<file path="src/rtl/fifo_wr_arbiter.sv">
// fifo_wr_arbiter
// ---------------------------------------------------------------------------
// Write side of an asynchronous FIFO. Four requesters share it through a
// round-robin arbiter. The block arbitrates requests and registers the memory
// write port. It keeps the binary/Gray write pointer, and it derives full,
// almost_full and the fill level from the synchronised Gray read pointer.
//
// Handshake: req[i]/gnt[i] is a request/acknowledge pair. A requester holds
// req[i] with its word on din[i*DATA_W +: DATA_W]. The word is taken in the
// cycle gnt[i]=1 (gnt is combinational from req, full and rr). The requester
// may then drop req[i] or present its next word. Nothing is accepted while
// full=1.
//
// Ports
//   clk          write-domain clock
//   rst_n        asynchronous active-low reset
//   req[3:0]     per-requester write request
//   din          four packed data words, requester i at [i*DATA_W +: DATA_W]
//   rd_ptr_sync  Gray read pointer, already synchronised into clk
//   gnt[3:0]     one-hot grant (combinational)
//   mem_we       registered memory write enable
//   mem_addr     registered memory write address
//   mem_wdata    registered memory write data
//   wr_ptr_gray  registered Gray write pointer for the read-domain synchroniser
//   full         registered full flag
//   almost_full  registered flag, level >= AFULL_TH
//   level        registered fill level, 0 .. 2^ADDR_W
//   stall_cnt    saturating count of cycles with requests but no grant
//
// ADDR_W must be at least 2. The full test inverts the two pointer MSBs.
// ---------------------------------------------------------------------------
module fifo_wr_arbiter #(
    parameter int ADDR_W   = 3,
    parameter int DATA_W   = 8,
    parameter int AFULL_TH = 6
) (
    input  logic                  clk,
    input  logic                  rst_n,
    input  logic [3:0]            req,
    input  logic [4*DATA_W-1:0]   din,
    input  logic [ADDR_W:0]       rd_ptr_sync,
    output logic [3:0]            gnt,
    output logic                  mem_we,
    output logic [ADDR_W-1:0]     mem_addr,
    output logic [DATA_W-1:0]     mem_wdata,
    output logic [ADDR_W:0]       wr_ptr_gray,
    output logic                  full,
    output logic                  almost_full,
    output logic [ADDR_W:0]       level,
    output logic [7:0]            stall_cnt
);

    localparam int PW = ADDR_W + 1;
    localparam logic [ADDR_W:0] AFULL_LVL = PW'(AFULL_TH);

    logic [ADDR_W:0]   wbin;
    logic [1:0]        rr;

    logic              accept;
    logic [1:0]        gnt_idx;
    logic [1:0]        cand;
    logic [DATA_W-1:0] wdata_sel;

    logic [ADDR_W:0]   wbin_next;
    logic [ADDR_W:0]   gray_next;
    logic [ADDR_W:0]   rbin;
    logic [ADDR_W:0]   rd_full_pat;
    logic [ADDR_W:0]   level_next;
    logic              full_next;
    logic              afull_next;

    // ------------------------------------------------------------------
    // Round-robin grant. Search starts at rr and wraps through all four
    // requesters. rst_n is in this path so that the grant drops as soon as
    // reset asserts, not at the next edge.
    // ------------------------------------------------------------------
    always_comb begin
        gnt     = '0;
        gnt_idx = '0;
        accept  = 1'b0;
        cand    = '0;
        if (rst_n && !full && (req != 4'b0000)) begin
            for (int o = 0; o < 4; o++) begin
                cand = rr + 2'(o);
                if (!accept && req[cand]) begin
                    accept  = 1'b1;
                    gnt_idx = cand;
                end
            end
        end
        if (accept) begin
            gnt[gnt_idx] = 1'b1;
        end
    end

    // Data of the granted requester
    always_comb begin
        wdata_sel = '0;
        for (int i = 0; i < 4; i++) begin
            if (gnt_idx == 2'(i)) begin
                wdata_sel = din[i*DATA_W +: DATA_W];
            end
        end
    end

    // ------------------------------------------------------------------
    // Pointer arithmetic. Flags and level come from the post-write pointer
    // and the current synchronised read pointer. A write and a read advance
    // in the same cycle therefore resolve correctly.
    // ------------------------------------------------------------------
    always_comb begin
        wbin_next = accept ? (wbin + PW'(1)) : wbin;
        gray_next = (wbin_next >> 1) ^ wbin_next;
    end

    // Gray-to-binary conversion: each binary bit is the XOR of all Gray bits
    // at and above it.
    always_comb begin
        rbin         = '0;
        rbin[ADDR_W] = rd_ptr_sync[ADDR_W];
        for (int i = ADDR_W - 1; i >= 0; i--) begin
            rbin[i] = rbin[i+1] ^ rd_ptr_sync[i];
        end
    end

    // The FIFO is full when the write pointer is exactly one lap ahead. In
    // Gray code that is the read pointer with its top two bits inverted.
    always_comb begin
        rd_full_pat = {~rd_ptr_sync[ADDR_W:ADDR_W-1], rd_ptr_sync[ADDR_W-2:0]};
        full_next   = (gray_next == rd_full_pat);
        level_next  = wbin_next - rbin;
        afull_next  = (level_next >= AFULL_LVL);
    end

    // ------------------------------------------------------------------
    // State and registered outputs
    // ------------------------------------------------------------------
    always_ff @(posedge clk or negedge rst_n) begin
        if (!rst_n) begin
            wbin        <= '0;
            rr          <= '0;
            wr_ptr_gray <= '0;
            mem_we      <= 1'b0;
            mem_addr    <= '0;
            mem_wdata   <= '0;
            full        <= 1'b0;
            almost_full <= 1'b0;
            level       <= '0;
            stall_cnt   <= '0;
        end else begin
            wbin        <= wbin_next;
            wr_ptr_gray <= gray_next;
            full        <= full_next;
            almost_full <= afull_next;
            level       <= level_next;
            mem_we      <= accept;
            if (accept) begin
                mem_addr  <= wbin[ADDR_W-1:0];
                mem_wdata <= wdata_sel;
                rr        <= gnt_idx + 2'd1;
            end
            // A stall is any cycle with requests pending and no grant. The
            // counter sticks at its maximum.
            if ((req != 4'b0000) && !accept && (stall_cnt != 8'hFF)) begin
                stall_cnt <= stall_cnt + 8'd1;
            end
        end
    end

    // ------------------------------------------------------------------
    // Sanity properties
    // ------------------------------------------------------------------
    a_gnt_onehot : assert property (@(posedge clk) disable iff (!rst_n)
        $onehot0(gnt));
    a_no_gnt_full : assert property (@(posedge clk) disable iff (!rst_n)
        full |-> (gnt == 4'b0000));
    a_gray_step : assert property (@(posedge clk) disable iff (!rst_n)
        $countones(gray_next ^ wr_ptr_gray) <= 1);

endmodule

</file>
<file path="config.mk">
export PLATFORM = sky130hd
export DESIGN_NAME = fifo_wr_arbiter
export DESIGN_NICKNAME = d
export VERILOG_FILES = /design/src/rtl/fifo_wr_arbiter.sv
export SDC_FILE = /design/constraint.sdc
export NUM_CORES = 1
export LEC_CHECK = 0
export ABC_CLOCK_PERIOD_IN_PS = 3200
export CORE_ASPECT_RATIO = 0.7
export CORE_MARGIN = 10
export CORE_UTILIZATION = 45
export DETAILED_ROUTE_END_ITERATION = 7
export PLACE_DENSITY = 0.79
export SYNTH_ARGS = -nofsm -noshare
export SYNTH_HDL_FRONTEND = slang
export SYNTH_SLANG_ARGS = --single-unit
</file>
<file path="constraint.sdc">
create_clock -name clk -period 3.2 [get_ports clk]
set_input_delay 0.32 -clock clk [delete_from_list [all_inputs] [get_ports clk]]
set_output_delay 0.32 -clock clk [all_outputs]
set_load 0.01 [all_outputs]
</file>
[Yosys cells after proc, flatten, opt, wreduce, memory -nomap -nowiden]
Index checks and enable logic that the tools add are counted.
Widths: inputs -> output; s select.
Word-level totals
  register bits: 36
  word-level logic and storage cells: 78
  output and inout bits: 34
Operators by class
  reductions and logical operators: 15
  multiplexer cells: 29
  equality and inequality tests: 5
  order comparisons: 7
  bitwise gates (word level): 5
  add/subtract/negate cells: 7
Operator list (count)
  $mux 8: 4
  $lt 2x3->1 const B: 5
  $mux 1: 13
  $mux 2: 5
  $add 8x1->8 const B: 1
  $bmux 1 s2: 4
  $logic_and 1x1->1: 8
  $mux 4: 2
  $ne 8x8->1 const B: 1
  $logic_not 1->1: 5
  $add 2x1->2 const B: 2
  $add 2x2->2 const B: 2
  $add 4x1->4 const B: 1
  $eq 2x2->1 const B: 2
  $eq 4x4->1: 1
  $ge 4x3->1 const B: 1
  $reduce_bool 4->1: 1
  $sub 4x4->4: 1
  $xor 3x4->4: 1
  $xor 1x1->1: 3
  $demux 1 s2: 1
  $eq 2x1->1 const B: 1
  $ge 2x1->1 const B: 1
  $logic_not 2->1: 1
  $not 2->2: 1

[Logic depth before layout (Yosys ltp)]
  word-level depth: 21
  mapped depth: 12
  gate-level depth less buffers: 11

[Least setup slack after synthesis]
OpenSTA, ideal clock, no wires.
  path kind: register to output
  start: register full
  end: output port gnt[3]
  path slack: 0.570 ns
  data required time: 2.880 ns
  stages on the path, launching flop included: 10
  arrival time: 2.310 ns
  cell sequence: dfrtp_1 > nand2b_1 > nor2_1 > clkbuf_1 > o221ai_1 > inv_1 > ha_1 > clkbuf_1 > clkbuf_1 > and2_1
On the way
  word-level cells in the longest chain between the ends: 9
  elaborated cells on any way between the ends: 11
  classes of those cells: order compare (2); mux (5); reduce/logical (4)
Ends and longest elaborated chain
  from (decl): line 47  | output logic full,
  from (signal assigned): line 153  | full <= full_next;
  $logic_not 1->1 (*): line 82  | if (rst_n && !full && (req != 4'b0000)) begin
  $logic_and 1x1->1 (*) (2 in a row): line 82
  $mux 2: line 82
  $lt 2x3->1 (implied by the code) / $ge 2x1->1 (equally long branches): line 92  | gnt[gnt_idx] = 1'b1;
  $logic_and 1x1->1 (implied by the code): line 92
  $mux 1 (implied by the code): line 92
  $demux 1 s2: line 92
  $mux 4 (*): line 91  | if (accept) begin
  to (decl): line 42  | output logic [3:0] gnt,
Every way passes the cells marked *; elsewhere a longest branch is shown, timed or not.

[Worst setup path in the final report]
  start: input port req[0]
  end: output port gnt[1]
On the way
  word-level cells in the longest chain between the ends: 21
  elaborated cells on any way between the ends: 35
  classes of those cells: order compare (2); mux (24); reduce/logical (9)
Ends and longest elaborated chain
  from (decl): line 39  | input logic [3:0] req,
  $bmux 1 s2: line 85  | if (!accept && req[cand]) begin
  $mux 1 (implied by the code): line 85
  $mux 1: line 85
  $mux 1: line 82
  $logic_not 1->1: line 85
  $logic_and 1x1->1: line 85
  $mux 1: line 85
  $mux 1: line 82
  [5 not listed]
  $logic_and 1x1->1: line 85
  $mux 2: line 85
  $mux 2: line 82
  $lt 2x3->1 (implied by the code) / $ge 2x1->1 (equally long branches): line 92
  $logic_and 1x1->1 (implied by the code): line 92
  $mux 1 (implied by the code): line 92
  $demux 1 s2: line 92
  $mux 4 (*): line 91
Every way passes the cells marked *; elsewhere a longest branch is shown, timed or not. The select of a mux whose other input is x is not followed.

==> flow_metrics.tcl <==
set metrics [dict create \
    synth.area.top_cells "dfrtp_1 43%, xnor2_1 6.8%, a21oi_1 4.9%" \
    crit_required_ns 2.88 \
    final-max-slew-violation-count 0 \
    crit_arrival_ns 2.67 \
    avgSynthCellArea_um2 10.2 \
    critPathMaxStageDelay_ns 0.60 \
    yosysTopAreaCell "dfrtp_1" \
    critPathSlowestCell "clkdlybuf4s50_1" \
    cp_max_fo 13 \
    drive_above_1_share 0.118 \
    seq_area_um2 876 \
    wl_per_cell_um 15.7 \
    htreeDepth 2 \
    ys_ff_latch 35 \
    cts.sinks 35 \
    grt_pass1_vias 1751 \
    numCtsBuffers 5 \
    seq_area_frac_synth 0.425 \
    gp_congestion 0.817 \
    place_area_um2 2930 \
    worstPathCellList "clkdlybuf4s50_1 -> nand2b_1 -> a21oi_1 -> nor2_1 -> o311ai_1 -> inv_1 -> ha_1 -> and2_1 -> clkdlybuf4s50_1" \
    dp_hpwl_um 4370 \
    p_int_mw 1.79 \
    synth-async-reset-ratio 1.00 \
    post_cts_resized 0 \
    drcViolationCount 0 \
    fp.dieH_um 76.6 \
    antenna_found_initial 0 \
    clock_latency_ns 0.29 \
    synth_ff_type "dfrtp_1" \
    postRouteWirelength_um 5390 \
    cts_setup_buffers 0 \
    rows 20 \
    initial_core_util 0.470 \
    synth_most_common_cell "dfrtp_1" \
    grt_use_total 0.139 \
    ys_types 45 \
    outcome "finished, final reports clean" \
    post-route-min-period_ns 2.99 \
    endpoint_kind "output pin" \
    dieWidth_um 101 \
    p_sw_frac 0.371 \
    coreArea_um2 4380 \
    cts.path.max_buffers 2 \
    p_switching_mw 1.05 \
    port_buffers 75 \
    tns_ns 0 \
    hp-class "in -> async" \
    grt-ovfl-total 0 \
    clockRootBuffer "clkbuf_8" \
    hold_viol 0 \
    firstDrtPassIters 4 \
    stdcell_area_um2 3040 \
    setup_viol 0 \
    p_clk_frac 0.147 \
    synth_common_cells "35 x dfrtp_1, 20 x a21oi_1, 16 x xnor2_1" \
    die_area_um2 7730 \
    n_antenna_cell 0 \
    via_per_inst 5.17 \
    seqPwrFrac 0.297 \
    syn-cell-area_um2 2060 \
    fillerInstances 322 \
    cts_tree "built" \
    synthCells 202 \
    grt_pass1_wl_um 8750 \
    crit_top_cell "clkdlybuf4s50_1" \
    fmax_ghz 0.334 \
    ys_warn_count 0 \
    pwr-share-comb 0.557 \
    num_io_pins 76 \
    tightest_slew_ns 0.459 \
    power.density_nw_per_um2 934 \
    skew_ns 0.00578 \
    grt_max_degree 38 \
    yosysTopAreaCellShare 0.425 \
    synth_edf_count 0 \
    vias 1775 \
    crit_type "in -> out" \
    area_delta_synth_final_pct 47.8 \
    power_leakage_nw 1.26 \
    dr.first_iter.drc_count 85 \
    antenna_left 0 \
    clk_pin_slew_worst_paths_ns 0.07 \
    start_kind "input pin" \
    fin_crit_sh 0.935 \
    rsz0062_at_grt "no" \
    drv_cap 0 \
    synthesis.nets 253 \
    max_slew_margin 0.694 \
    fin_nets 338 \
    peakVddDrop_uv 570 \
    multiInputGateArea_um2 1120 \
    ctsHoldBuffers 0 \
]
cell usage in the layout (no fill, tap or decap), types with 2 or more instances in the layout:
cell type         n
mux2_2            5
nor3_1            7
nand4_1           3
o21ai_0           3
nor2b_1          11
nand3b_1          4
nand2_1          11
ha_1              8
xnor2_1          16
o21a_1            5
xor2_1            6
nand3_1           3
buf_4            11
a221oi_1          5
o211ai_1          4
and2_1            6
nand2b_1          2
clkbuf_8          6
a31oi_1           2
clkdlybuf4s50_1  74
dfrtp_1          35
nor2_1            8
a21oi_1          20
inv_1             8
worst max-delay path: cells and delay by family:
family / cells / cell delay (ns)
AOI/OAI and AO/OA: 2 / 0.48
buffers and inverters: 3 / 1.18
and+or+nand+nor: 3 / 0.33
adders and majority gates: 1 / 0.35
worst paths after layout:
kind	from	end	slack (ns)	depth (start not counted)
setup / recovery	req[0]	gnt[1]	0.21	9
hold / removal	rst_n	wr_ptr_gray[1]	0.09	2
setup reg to reg	full	almost_full	0.58	11
hold reg to reg	mem_wdata[2]	mem_wdata[2]	0.49	1
max in group asynchronous	rst_n	stall_cnt[6]	2.78	2
min in group clk	mem_wdata[2]	mem_wdata[2]	0.49	1
power by group through the flow:
stage | Combinational, mW | Sequential (mW) | Clock (mW)
6_report | 1.58 | 0.844 | 0.416
5_1_grt | 1.74 | 0.873 | 0.445
4_1_cts | 1.60 | 0.845 | 0.426
3_5_place_dp | 1.59 | 0.851 | 0
3_3_place_gp | 1.56 | 0.841 | 0
2_1_floorplan | 0.843 | 0.909 | 0
metrics by stage:
stage          utilization  cells  hold WS (ns)  total power, mW  setup WS [ns]
3_5_place_dp         0.668    335         0.424             2.45         0.0989
3_3_place_gp         0.668    335         0.418             2.40          0.150
4_1_cts              0.695    343         0.108             2.87          0.108
5_1_grt              0.695    343         0.120             3.06         0.0204
2_1_floorplan            -    202        0.0244             1.75          0.570
6_report             0.695    343        0.0902             2.84          0.209
area by class of cell:
class                   instances  area share
clock buffers                   6      0.0271
clock inverters                 2      0.0115
inverters                       8     0.00987
multi-input cells             151       0.369
flip-flops and latches         35       0.288
well taps                      55      0.0226
repair buffers                 86       0.272
per-layer routing:
layer,vias to the layer above,part of all wire,wire [um],GRT usage
met2,39,0.48,2570,0.213
met4,0,0.0035,19,0.0338
met1,849,0.46,2480,0.184
met3,3,0.061,328,0.0417
li1,884,-,-,-
met5,-,0,0,0
sequential cells by signal, indices dropped and copies added, names as in the netlist:
name and flops:
wr_ptr_gray 3, mem_wdata 8, almost_full 1, mem_we 1, wbin 4, full 1
rr 2, stall_cnt 8, mem_addr 3, level 4
logic make-up (layout without fill, tap and decap cells):
family,count (synthesis),in the layout,synth area share
AND/OR/NAND/NOR,66,66,0.199
buffers and inverters,16,102,0.0310
flip-flops,35,35,0.425
XOR/XNOR,23,23,0.104
multiplexers,6,6,0.0322
adder cells (fa/ha/maj),9,9,0.0583
AO/OA/AOI/OAI,47,47,0.149
No activity file was read; power rests on OpenSTA's default activity.
